$ cat src/rtl/pipe_datapath.sv
// Three-stage X/M/W datapath with operand forwarding into the X-stage operand outputs.
// Define DATAPATH_FWD_EN to build the M/W forwarding network; otherwise operands pass straight through.
module pipe_datapath #(
  parameter int unsigned XLEN    = 32,
  parameter int unsigned NUM_RES = 4,
  parameter int unsigned RADDR_W = 5
) (
  input  logic                      clk_i,
  input  logic                      rst_i,
  input  logic                      stall_i,
  input  logic                      flush_i,
  input  logic                      d_valid_i,
  input  logic [RADDR_W-1:0]        rs1_addr_i,
  input  logic [RADDR_W-1:0]        rs2_addr_i,
  input  logic [RADDR_W-1:0]        rd_addr_i,
  input  logic                      rd_we_i,
  input  logic [XLEN-1:0]           reg1_data_i,
  input  logic [XLEN-1:0]           reg2_data_i,
  input  logic [XLEN-1:0]           pc_val_d2_i,
  input  logic [XLEN-1:0]           imm_signed_i,
  input  logic                      x_op1_sel_i,
  input  logic                      x_op2_sel_i,
  input  logic [NUM_RES*XLEN-1:0]   res_i,
  input  logic [$clog2(NUM_RES)-1:0] res_sel_i,
  output logic [XLEN-1:0]           x_op1_o,
  output logic [XLEN-1:0]           x_op2_o,
  output logic                      x_valid_o,
  output logic [XLEN-1:0]           m_alu_data_o,
  output logic                      m_valid_o,
  output logic [XLEN-1:0]           w_data_o,
  output logic [RADDR_W-1:0]        w_rd_addr_o,
  output logic                      w_we_o
);

  localparam int unsigned SelW = $clog2(NUM_RES);

  logic               r_x_valid, r_x_we;
  logic [RADDR_W-1:0] r_x_rd;
  logic [XLEN-1:0]    r_x_op1, r_x_op2;
  logic               r_m_valid, r_m_we;
  logic [RADDR_W-1:0] r_m_rd;
  logic [XLEN-1:0]    r_m_data;
  logic               r_w_valid, r_w_we;
  logic [RADDR_W-1:0] r_w_rd;
  logic [XLEN-1:0]    r_w_data;

  logic [XLEN-1:0]    w_res_data;
  logic [XLEN-1:0]    w_x_op1, w_x_op2;
  logic               w_advance;

  // Out-of-range selects fall through to zero.
  always_comb begin
    w_res_data = '0;
    for (int unsigned k = 0; k < NUM_RES; k++) begin
      if (res_sel_i == SelW'(k)) w_res_data = res_i[k*XLEN +: XLEN];
    end
  end

  assign w_advance = flush_i || !stall_i;

`ifdef DATAPATH_FWD_EN
  logic [RADDR_W-1:0] r_x_rs1, r_x_rs2;
  logic               r_x_sel1, r_x_sel2;

  always_ff @(posedge clk_i) begin
    if (rst_i) begin
      r_x_rs1  <= '0;
      r_x_rs2  <= '0;
      r_x_sel1 <= 1'b0;
      r_x_sel2 <= 1'b0;
    end else if (w_advance) begin
      r_x_rs1  <= rs1_addr_i;
      r_x_rs2  <= rs2_addr_i;
      r_x_sel1 <= x_op1_sel_i;
      r_x_sel2 <= x_op2_sel_i;
    end
  end

  // M is younger than W, so it wins when both hold the same destination.
  always_comb begin
    w_x_op1 = r_x_op1;
    w_x_op2 = r_x_op2;
    if (!r_x_sel1 && (r_x_rs1 != '0)) begin
      if (r_m_valid && r_m_we && (r_m_rd == r_x_rs1))      w_x_op1 = r_m_data;
      else if (r_w_valid && r_w_we && (r_w_rd == r_x_rs1)) w_x_op1 = r_w_data;
    end
    if (!r_x_sel2 && (r_x_rs2 != '0)) begin
      if (r_m_valid && r_m_we && (r_m_rd == r_x_rs2))      w_x_op2 = r_m_data;
      else if (r_w_valid && r_w_we && (r_w_rd == r_x_rs2)) w_x_op2 = r_w_data;
    end
  end
`else
  logic w_unused_rs;
  assign w_unused_rs = ^{rs1_addr_i, rs2_addr_i};
  assign w_x_op1     = r_x_op1;
  assign w_x_op2     = r_x_op2;
`endif

  always_ff @(posedge clk_i) begin
    if (rst_i) begin
      r_x_valid <= 1'b0;
      r_x_we    <= 1'b0;
      r_x_rd    <= '0;
      r_x_op1   <= '0;
      r_x_op2   <= '0;
      r_m_valid <= 1'b0;
      r_m_we    <= 1'b0;
      r_m_rd    <= '0;
      r_m_data  <= '0;
      r_w_valid <= 1'b0;
      r_w_we    <= 1'b0;
      r_w_rd    <= '0;
      r_w_data  <= '0;
    end else if (w_advance) begin
      // Flush kills the instructions entering X and M; W still retires M.
      r_x_valid <= d_valid_i && !flush_i;
      r_x_we    <= rd_we_i;
      r_x_rd    <= rd_addr_i;
      r_x_op1   <= x_op1_sel_i ? pc_val_d2_i : reg1_data_i;
      r_x_op2   <= x_op2_sel_i ? imm_signed_i : reg2_data_i;
      r_m_valid <= r_x_valid && !flush_i;
      r_m_we    <= r_x_we;
      r_m_rd    <= r_x_rd;
      r_m_data  <= w_res_data;
      r_w_valid <= r_m_valid;
      r_w_we    <= r_m_we;
      r_w_rd    <= r_m_rd;
      r_w_data  <= r_m_data;
    end
  end

  assign x_op1_o      = w_x_op1;
  assign x_op2_o      = w_x_op2;
  assign x_valid_o    = r_x_valid;
  assign m_alu_data_o = r_m_data;
  assign m_valid_o    = r_m_valid;
  assign w_data_o     = r_w_data;
  assign w_rd_addr_o  = r_w_rd;
  assign w_we_o       = r_w_valid && r_w_we;

endmodule

$ cat config.mk
export PLATFORM = sky130hd
export DESIGN_NAME = pipe_datapath
export DESIGN_NICKNAME = d
export VERILOG_FILES = /design/src/rtl/pipe_datapath.sv
export SDC_FILE = /design/constraint.sdc
export NUM_CORES = 1
export LEC_CHECK = 0
export ABC_AREA = 1
export BUFFER_PORTS_ARGS = -buffer_cell sky130_fd_sc_hd__buf_2
export CAP_MARGIN = 20
export CORE_AREA = 2 2 160 162
export CTS_CLUSTER_SIZE = 16
export DETAILED_ROUTE_END_ITERATION = 6
export DIE_AREA = 0 0 162 164
export GPL_TIMING_DRIVEN = 1
export PLACE_DENSITY_LB_ADDON = 0.15
export SLEW_MARGIN = 20
export SYNTH_ARGS = -nofsm -noshare
export SYNTH_HDL_FRONTEND = slang
export SYNTH_SLANG_ARGS = --single-unit
$ cat constraint.sdc
create_clock -name clk_i -period 1 [get_ports clk_i]
set_input_delay 0.05 -clock clk_i [delete_from_list [all_inputs] [get_ports clk_i]]
set_output_delay 0.05 -clock clk_i [all_outputs]
set_load 0.02 [all_outputs]
==> results summary <==
IR analysis of the VDD net gives a maximum drop of 0.888 mV. The count of input and output buffers is about 410. The largest single stage delay on the critical path is between 0.3 and 0.4 ns. The maximum number of buffers from clock root to sink came out at 2. The flow ran to the end, but the final reports show violations.

The total vias in the final route came out at slightly below 9000. CTS placed an instance of sky130_fd_sc_hd__clkbuf_16 at the clock tree root. The checks that failed: negative setup slack. By startpoint and endpoint, the worst setup path is classified as reg -> out. The worst-case reg-to-reg path depth is 3. The count of non-filler cells in the finished layout is between 1500 and 2000. The initial cell density of the core came out at 0.264. The remaining routing DRC violations is 0. The number of endpoints failing setup at the final stage came out at 1. The number of placed cells counting well taps is 1573.

The average routed wire per standard cell is around 16 um. Based on the critical path, the design can be clocked at up to between 900 and 1000 MHz. The final count of hold timing violations came to 0. The count of buffering cells on the critical path with inverters included came out at 2. The clock skew is 0.00627 ns. The clock drives 149 sinks.

TritonCTS built the clock tree. Using the TritonRoute via totals, the vias-per-cell ratio works out to 4.66. The arrival time of the worst setup path came out at about 0.96 ns.

The flip-flop and latch count after synthesis came out at 149. In this run the power density over the cells is 1380 nW/um^2. The sequential cell area fraction in the yosys report came out at 0.456.

On the final layout, the worst hold slack is roughly 0.029 ns. The number of CTS-inserted buffers came out at 17. The layout-stage area growth over the synthesis result came out at 95.5%. At the worst endpoint, the required time is between 0.9 and 1 ns. The number of cells on the critical path came out at 3. The final count of pins violating max slew is 0. The number of nets handed over by synthesis was about 1100.

Along the worst path, the maximum fanout reaches 2. Summing internal, switching and leakage power gives ~18000 uW. The residual antenna-violating net count after detailed routing came out at 0. The setup check on the worst reg-to-reg path leaves a slack of about 0.18 ns.

The final weighted congestion of routability-driven global placement came out at a little over 0.8. The area of the core came out at 24800 um^2. The kind of start point of the critical path is a register. The first global-routing pass estimated roughly 45 mm of wire. The final setup TNS is -0.00852 ns. The worst hold path belongs to the class in -> reg.

The worst-skew pair later-pin latency came out at 0.42 ns. The area fraction of the dominant cell type after synthesis came out at 0.456. The critical path goes through nand2_1 > inv_1 > buf_6. The die footprint came out at ~27000 um^2. The sum of routed wire length over all layers came out at a little under 30 mm. The number of DRC markers after the initial detailed-route iteration is 484. Dividing the final minimum period by the clock period gives 1.01.

During synthesis, Yosys emitted a total of 0 warnings. Setup repair after global routing could not meet its margin everywhere. During I/O placement, the number of pins put on the boundary was 417. The overall global routing resource usage came out at 0.214.

The remaining max-slew budget at the tightest pin is 0.595. The slowest stage cell on the critical path is sky130_fd_sc_hd__dfxtp_2. The number of core rows is between 50 and 60. The final layout contains roughly 1800 nets.

The critical path endpoint is w_we_o. The pin count of the biggest net entering global routing is 56. The clock input transition at the sequential cells of the worst setup and hold paths is 0.06 ns. The reported leakage power came out at between 0.006 and 0.007 uW.

The width of the die is between 150 and 200 um. The via count of the first global-routing pass is just under 9000. The first-pass iteration count of the detailed router came out at 5. The total global routing overflow came out at 0.

The initial antenna violation count came out at 2. The final worst-path setup slack is -0.00852 ns. The number of violations of the max-capacitance limit is 0.

In the post-synthesis netlist, the biggest area contributors are sky130_fd_sc_hd__dfxtp_1, sky130_fd_sc_hd__o21ai_0, sky130_fd_sc_hd__mux2i_1, sky130_fd_sc_hd__nor2_1, sky130_fd_sc_hd__nand2_1. The cell family contributing the most delay on the critical path is flip-flops. The endpoint identified for the worst register-to-register timing path is w_data_o[12]$_SDFFE_PP0P_. The kind of end point of the critical path is a primary output. At the pin with the least slew margin, the transition time is between 0.6 and 0.7 ns.

The detailed-placement wirelength estimate came out at 19.2 mm. The biggest area contributor in the post-synthesis netlist is sky130_fd_sc_hd__dfxtp_1. OpenSTA, run right after detailed placement, puts the worst setup slack at -0.190 ns.

The netlist area before placement is 6540 um^2. Subtracting the final worst setup slack from the clock period gives just over 1 ns. The chip height is 164 um. The number of levels in the clock H-tree is 4.

The post-synthesis cell count is 860. In this run the critical register-to-register path is launched from m_alu_data_o[12]$_SDFFE_PP0P_. The number of library cell types mapped by synthesis came out at 18. The share of layout cells above drive strength 1 came out at 0.366. The critical path starts at r_w_we$_SDFFE_PP0P_. The synthesized area per cell came out at 7.60 um^2.
## registers in the layout, summed over array words and instances, names as in the netlist, 5 cells and up
signal,count
m_alu_data_o,32
w_data_o,32
x_op1_o,32
x_op2_o,32
r_m_rd,5
r_x_rd,5
w_rd_addr_o,5
## cell usage after synthesis, drive strengths merged
cell type	n
o21ai	158
nor2	157
dfxtp	149
nand2	135
a21oi	73
mux2i	64
nand3	41
buf	37
clkbuf	30
or2	9
inv	7
## cell type report
type | instances | area [um^2]
Sequential cell | 149 | 3060
Clock inverter | 14 | 165
Fill cell | 2396 | 12000
Multi-Input combinational cell | 637 | 3170
Tap cell | 330 | 413
Inverter | 7 | 32.5
Timing Repair Buffer | 698 | 5500
Clock buffer | 18 | 439
Antenna cell | 1 | 2.50
## cells by family (layout without fill, tap and decap cells)
logic type             after synthesis  in the layout  share of synthesized area
and+or+nand+nor                    342            342                      0.210
DFF                                149            149                      0.456
other                                0              1                          0
buffers and inverters               74            737                     0.0589
muxes                               64             64                     0.0980
AOI/OAI and AO/OA                  231            231                      0.177
## power breakdown
group	internal [uW]	switching, uW
Clock	3820	2750
Combinational	2230	2070
Sequential	6440	287
Total	12500	5110
## worst min path at each step
| stage | from | cells past startpoint | to |
|---|---|---|---|
| final | rst_i | 5 | m_valid_o$_SDFFE_PP0P_ |
| after detailed placement | d_valid_i | 3 | x_valid_o$_SDFFE_PP0P_ |
| after CTS | res_i[55] | 5 | m_alu_data_o[23]$_SDFFE_PP0P_ |
| after floorplan | stall_i | 2 | m_valid_o$_SDFFE_PP0P_ |
| after global routing | res_i[39] | 5 | m_alu_data_o[7]$_SDFFE_PP0P_ |
| after global placement | d_valid_i | 3 | x_valid_o$_SDFFE_PP0P_ |
## through the flow
step / area (um^2) / utilization
after floorplan: 6540 / -
after global placement: 9200 / 0.371
after detailed placement: 9200 / 0.371
after CTS: 12500 / 0.503
after global routing: 12800 / 0.515
final: 12800 / 0.515
## cell usage in the layout, fill, tap and decap left out
cell                            count
sky130_fd_sc_hd__buf_2            283
sky130_fd_sc_hd__dlygate4sd3_1    244
sky130_fd_sc_hd__o21ai_0          155
sky130_fd_sc_hd__nor2_1           153
sky130_fd_sc_hd__nand2_1          135
sky130_fd_sc_hd__buf_4            121
sky130_fd_sc_hd__dfxtp_1           94
sky130_fd_sc_hd__a21oi_1           73
sky130_fd_sc_hd__mux2i_1           64
sky130_fd_sc_hd__dfxtp_2           50
sky130_fd_sc_hd__nand3_1           41
sky130_fd_sc_hd__buf_6             31
sky130_fd_sc_hd__buf_12            19
sky130_fd_sc_hd__clkbuf_16         17
sky130_fd_sc_hd__or2_2              9
sky130_fd_sc_hd__inv_6              5
sky130_fd_sc_hd__dfxtp_4            5
sky130_fd_sc_hd__clkinvlp_4         4
sky130_fd_sc_hd__inv_1              3
sky130_fd_sc_hd__o21ai_1            3
sky130_fd_sc_hd__inv_2              2
sky130_fd_sc_hd__nor2_4             2
sky130_fd_sc_hd__nor2_2             2
sky130_fd_sc_hd__clkinv_4           2
sky130_fd_sc_hd__inv_8              2
sky130_fd_sc_hd__bufinv_16          2
sky130_fd_sc_hd__diode_2            1
sky130_fd_sc_hd__clkinv_2           1
sky130_fd_sc_hd__clkbuf_8           1
## timing repair
| item | in CTS | in global routing |
|---|---|---|
| gates resized for setup | 100 | 123 |
| endpoints found under the setup margin | 68 | 99 |
| hold buffers | 244 | 0 |
| endpoints found under the hold margin | 104 | 0 |
| setup buffers | 3 | 1 |
## worst register-to-register path, stage by stage, from the launching register on
cell and delay (ns):
sky130_fd_sc_hd__dfxtp_2 0.33, sky130_fd_sc_hd__buf_4 0.13, sky130_fd_sc_hd__o21ai_0 0.19, sky130_fd_sc_hd__nor2_1 0.06
## metal layers
metal,track usage,share of wire,up-vias
met3,0.0538,0.059,138
met4,0.135,0.062,2
met1,0.244,0.40,3943
li1,-,-,4174
met5,0,0.00030,-
met2,0.358,0.48,386
Note: power is estimated with default switching activity, not from simulation.
